--- config.mk ---
export PLATFORM = sky130hd
export DESIGN_NAME = seq_player
export DESIGN_NICKNAME = d
export VERILOG_FILES = /design/src/rtl/seq_player.sv
export SDC_FILE = /design/constraint.sdc
export NUM_CORES = 1
export LEC_CHECK = 0
export BUFFER_PORTS_ARGS = -buffer_cell sky130_fd_sc_hd__buf_2
export CAP_MARGIN = 0
export CELL_PAD_IN_SITES_DETAIL_PLACEMENT = 0
export CELL_PAD_IN_SITES_GLOBAL_PLACEMENT = 1
export CORE_MARGIN = 5
export CORE_UTILIZATION = 40
export DETAILED_ROUTE_END_ITERATION = 16
export PLACE_DENSITY_LB_ADDON = 0.25
export SYNTH_ARGS = -nofsm -noshare
export SYNTH_HDL_FRONTEND = slang
export SYNTH_SLANG_ARGS = --single-unit
--- constraint.sdc ---
create_clock -name clk -period 2.4 [get_ports clk]
set_input_delay 0.24 -clock clk [delete_from_list [all_inputs] [get_ports clk]]
set_output_delay 0.24 -clock clk [all_outputs]
set_load 0.005 [all_outputs]
--- src/rtl/seq_player.sv ---
// Playback sequencer: walks register-file entries 0..len-1, lighting each colour for
// ON_CYCLES then going dark for OFF_CYCLES. Define SEQ_PLAYER_ABORT_EN to add the abort input.
module seq_player #(
    parameter int ON_CYCLES  = 4,
    parameter int OFF_CYCLES = 2,
    parameter int ADDR_W     = 4,
    parameter int DATA_W     = 3
) (
    input  logic              clk,
    input  logic              rst_n,
    input  logic              start,
    input  logic [ADDR_W:0]   seq_len,
`ifdef SEQ_PLAYER_ABORT_EN
    input  logic              abort,
`endif
    output logic [ADDR_W-1:0] rd_sel,
    input  logic [DATA_W-1:0] rd_data,
    output logic              led_on,
    output logic [DATA_W-1:0] led_color,
    output logic              busy,
    output logic              done
);

    localparam int LEN_W   = ADDR_W + 1;
    localparam int CNT_MAX = (ON_CYCLES > OFF_CYCLES) ? ON_CYCLES : OFF_CYCLES;
    localparam int CNT_W   = (CNT_MAX > 1) ? $clog2(CNT_MAX) : 1;

    localparam logic [LEN_W-1:0] DEPTH    = LEN_W'(2 ** ADDR_W);
    localparam logic [CNT_W-1:0] ON_LOAD  = CNT_W'(ON_CYCLES - 1);
    localparam logic [CNT_W-1:0] OFF_LOAD = CNT_W'(OFF_CYCLES - 1);

    typedef enum logic [1:0] {
        ST_IDLE,
        ST_LOAD,
        ST_ON,
        ST_OFF
    } state_t;

    state_t              state_reg, state_next;
    logic [ADDR_W-1:0]   idx_reg, idx_next;
    logic [CNT_W-1:0]    cnt_reg, cnt_next;
    logic [LEN_W-1:0]    len_reg, len_next;
    logic                led_on_reg, led_on_next;
    logic [DATA_W-1:0]   led_color_reg, led_color_next;
    logic                busy_reg, busy_next;
    logic                done_reg, done_next;
    logic                last_step;

    always_ff @(posedge clk or negedge rst_n) begin
        if (!rst_n) begin
            state_reg     <= ST_IDLE;
            idx_reg       <= '0;
            cnt_reg       <= '0;
            len_reg       <= '0;
            led_on_reg    <= 1'b0;
            led_color_reg <= '0;
            busy_reg      <= 1'b0;
            done_reg      <= 1'b0;
        end else begin
            state_reg     <= state_next;
            idx_reg       <= idx_next;
            cnt_reg       <= cnt_next;
            len_reg       <= len_next;
            led_on_reg    <= led_on_next;
            led_color_reg <= led_color_next;
            busy_reg      <= busy_next;
            done_reg      <= done_next;
        end
    end

    // len is never 0 outside IDLE, so len-1 cannot underflow where this is used
    assign last_step = ({1'b0, idx_reg} == (len_reg - LEN_W'(1)));

    always_comb begin
        state_next     = state_reg;
        idx_next       = idx_reg;
        cnt_next       = cnt_reg;
        len_next       = len_reg;
        led_on_next    = led_on_reg;
        led_color_next = led_color_reg;
        busy_next      = busy_reg;
        done_next      = 1'b0;

        case (state_reg)
            ST_IDLE: begin
                if (start) begin
                    len_next = (seq_len > DEPTH) ? DEPTH : seq_len;
                    idx_next = '0;
                    cnt_next = '0;
                    if (seq_len == '0) begin
                        done_next = 1'b1;
                    end else begin
                        state_next = ST_LOAD;
                        busy_next  = 1'b1;
                    end
                end
            end
            ST_LOAD: begin
                led_color_next = rd_data;
                led_on_next    = 1'b1;
                cnt_next       = ON_LOAD;
                state_next     = ST_ON;
            end
            ST_ON: begin
                if (cnt_reg != '0) begin
                    cnt_next = cnt_reg - CNT_W'(1);
                end else begin
                    led_on_next    = 1'b0;
                    led_color_next = '0;
                    cnt_next       = OFF_LOAD;
                    state_next     = ST_OFF;
                end
            end
            ST_OFF: begin
                if (cnt_reg != '0) begin
                    cnt_next = cnt_reg - CNT_W'(1);
                end else if (last_step) begin
                    done_next  = 1'b1;
                    busy_next  = 1'b0;
                    state_next = ST_IDLE;
                end else begin
                    idx_next   = idx_reg + ADDR_W'(1);
                    state_next = ST_LOAD;
                end
            end
            default: begin
                state_next = ST_IDLE;
            end
        endcase

`ifdef SEQ_PLAYER_ABORT_EN
        // abort overrides whatever transition was chosen above, and suppresses done
        if (abort && (state_reg != ST_IDLE)) begin
            state_next     = ST_IDLE;
            cnt_next       = '0;
            led_on_next    = 1'b0;
            led_color_next = '0;
            busy_next      = 1'b0;
            done_next      = 1'b0;
        end
`endif
    end

    assign rd_sel    = idx_reg;
    assign led_on    = led_on_reg;
    assign led_color = led_color_reg;
    assign busy      = busy_reg;
    assign done      = done_reg;

endmodule

==> impl_metrics.csv <==
group,metric,value,unit
finish,fillers,256,
clock_tree,cts_hold_buf,1,
setup_path,r2r_start,"state_reg[0]",
global_routing,grt_max_degree,20,
die,coreArea,2730,sq um
power_and_ir_drop,total_power,0.509,mW
timing,fin_crit_sh,0.865,
run_status,status,"finished, final reports clean",
yosys,yosys_warnings,0,
setup_path,reg2reg_to,"busy",
die,die_x,63.4,um
route,ant_nets,0,
placement,port_buffers,20,
route,dr.first_iter.drc_count,40,
worst_hold_path,whs_endpoint,"len_reg[3]",
global_routing,grt_pass1_wl,4000,um
power_and_ir_drop,p_leak,0.676,nW
timing,hold_violations,0,
route,drt_pass1_iterations,4,
setup_path,endpoint_kind,"flip-flop",
yosys,synth_fa_ha_area_frac,0.0877,
yosys,synthSimpleGateAreaFrac,0.192,
worst_hold_path,min_from,"seq_len[3]",
timing,finalSetupTns,0,ps
worst_hold_path,min_path_type,"input pin to flip-flop",
yosys,synth_top_family_by_area,"simple AND/OR/NAND/NOR gates",
route,drc,0,
global_routing,antenna_found_initial,0,
clock_tree,clock_latency,300,ps
yosys,yosys_register_bits,19,
finish,area.sequential,475,sq um
yosys,synth.distinct_cells,34,
setup_path,cp.required,2570,ps
route,via_per_inst,5.20,
yosys,synth_nets,136,
worst_hold_path,hold_depth,3,
clock_tree,cts_setup_buffers,0,
yosys,synthCells,117,
global_routing,grtUsageTotal,0.121,
yosys,synth_compound_area_frac,0.135,
clock_tree,cts.repair.resized,0,
timing,whs,188,ps
power_and_ir_drop,vdd_drop_max,0.328,mV
global_routing,grt_overflow,0,
route,wirelength,2230,um
route,num_vias,889,
setup_path,arrival,2250,ps
die,die-height,63.4,um
timing,worst_pin_slew,433,ps
clock_tree,cts_made_buffers,3,
setup_path,reg2reg_depth,7,
clock_tree,cts.sinks,19,
global_routing,grt_pass1_vias,887,
timing,worst_clock_skew,4.03,ps
placement,dp_hpwl,1750,um
yosys,synthesis.area_per_instance,9.75,sq um
timing,max_slew_margin,0.711,
timing,slew_violations,0,
die,dieArea,4020,sq um
timing,fmax,482,MHz
route,avgRoutedWirePerCell,13.0,um
run,maxCapViolCount,0,
timing,setup_viol_count_final,0,
setup_path,rrSetupSlack,320,ps
clock_tree,root_buffer,"clkbuf_4",
die,rows,19,
die,io-pin-count,21,
power_and_ir_drop,power_density,391,nW/um^2
clock_tree,path_clk_slew,110,ps
finish,final_core_util,0.476,
yosys,ys_seq_area_frac,0.417,
setup_path,critPathLaunchType,"flip-flop",
finish,largest_reg_flops,5,
finish,drive_gt1_frac,0.229,
timing,finalCriticalPeriod,2080,ps
yosys,synth_mux_area_frac,0.0658,
finish,area_growth,14.1,%
yosys,syn_area,1140,sq um
finish,fin_nets,160,
clock_tree,cts_tree,"done",
setup_path,path_max_fanout,6,
timing,rsz0062_at_grt,"no",
finish,multi_input_area,609,sq um
clock_tree,cts_max_path_buffers,2,
finish,diodes,0,
setup_path,crit_type,"flip-flop to flip-flop",
clock_tree,h-tree-depth,1,
die,initial_core_util,0.417,
yosys,synth-xor-area-share,0.0537,
placement,gp_congestion,0.738,
## kinds of logic (layout without fill, tap and decap cells)
group | count (synthesis) | in the layout
XOR/XNOR | 7 | 7
adder cells (fa/ha/maj) | 8 | 8
AO/OA/AOI/OAI | 23 | 23
buffers and inverters | 13 | 36
AND/OR/NAND/NOR | 40 | 40
flip-flops | 19 | 19
multiplexers | 7 | 7
## synth_stat cells
library cell	instances	area [sq um]
dfrtp_1	19	475
nand2_1	19	71.3
o21ai_0	12	60.1
inv_1	11	41.3
ha_1	8	100
mux2i_1	6	60.1
nor2_1	6	22.5
xnor2_1	5	43.8
nand4_1	3	18.8
nor3b_1	2	15.0
or3_1	2	12.5
xor2_1	2	17.5
a211oi_1	1	7.51
a21boi_2	1	11.3
a21oi_1	1	5.00
a221oi_1	1	8.76
a22o_1	1	8.76
and3_1	1	6.26
buf_6	1	11.3
clkbuf_1	1	3.75
mux2_4	1	15.0
nand2b_1	1	6.26
nand3b_4	1	20.0
nand4_2	1	12.5
nor2b_1	1	6.26
nor3_1	1	5.00
o211ai_1	1	7.51
o21ai_2	1	8.76
o2bb2ai_1	1	8.76
o31ai_1	1	7.51
o32a_2	1	11.3
o32ai_1	1	8.76
or3b_4	1	11.3
or4_4	1	11.3
## where the power goes
group | internal, mW | switching, mW | leakage, nW
clock network | 0.0621 | 0.103 | 0.0177
registers | 0.320 | 0 | 0.249
logic | 0.00984 | 0.0135 | 0.410
total | 0.392 | 0.117 | 0.676
## per-stage QoR
stage / setup slack (ps) / cell area [sq um] / cells
floorplan: 696 / 1140 / 117
global placement: 323 / 1260 / 166
detailed placement: 363 / 1260 / 166
CTS: 326 / 1300 / 171
global route: 62.4 / 1300 / 171
finish: 324 / 1300 / 171
## cell usage in the layout (no fill, tap or decap), types with 2 or more instances in the layout
cell type / instances
dfrtp_1: 19
xnor2_1: 5
nor2_1: 6
o21ai_0: 12
nor3b_1: 2
ha_1: 8
mux2i_1: 6
nand2_1: 19
inv_1: 11
buf_2: 20
or3_1: 2
nand4_1: 3
clkbuf_4: 3
xor2_1: 2
## layer usage
layer	share of wire	track usage	up-vias
met5	0	0	-
met4	0.0058	0.0234	0
met3	0.038	0.0373	2
met2	0.48	0.189	14
met1	0.47	0.164	422
li1	-	-	451
## worst max-delay path, cell delays in order (launching register included)
cell and delay [ps]:
dfrtp_1 470, inv_1 120, ha_1 280, nand2b_1 110, a21boi_2 340, o21ai_0 240, nor3b_1 260, o32ai_1 120
## final cells by class
class	instances	area share
multi-input cells	85	0.468
clock inverters	1	0.00384
inverters	11	0.0317
well taps	31	0.0298
repair buffers	21	0.0845
clock buffers	3	0.0173
flip-flops and latches	19	0.365
## how the worst max path moves through the flow
stage	start	to
2_1_floorplan	state_reg[0]	busy
3_3_place_gp	state_reg[0]	busy
3_5_place_dp	state_reg[0]	busy
4_1_cts	state_reg[0]	busy
5_1_grt	state_reg[0]	busy
6_report	state_reg[0]	busy
Power figures use the tool's default switching activity.
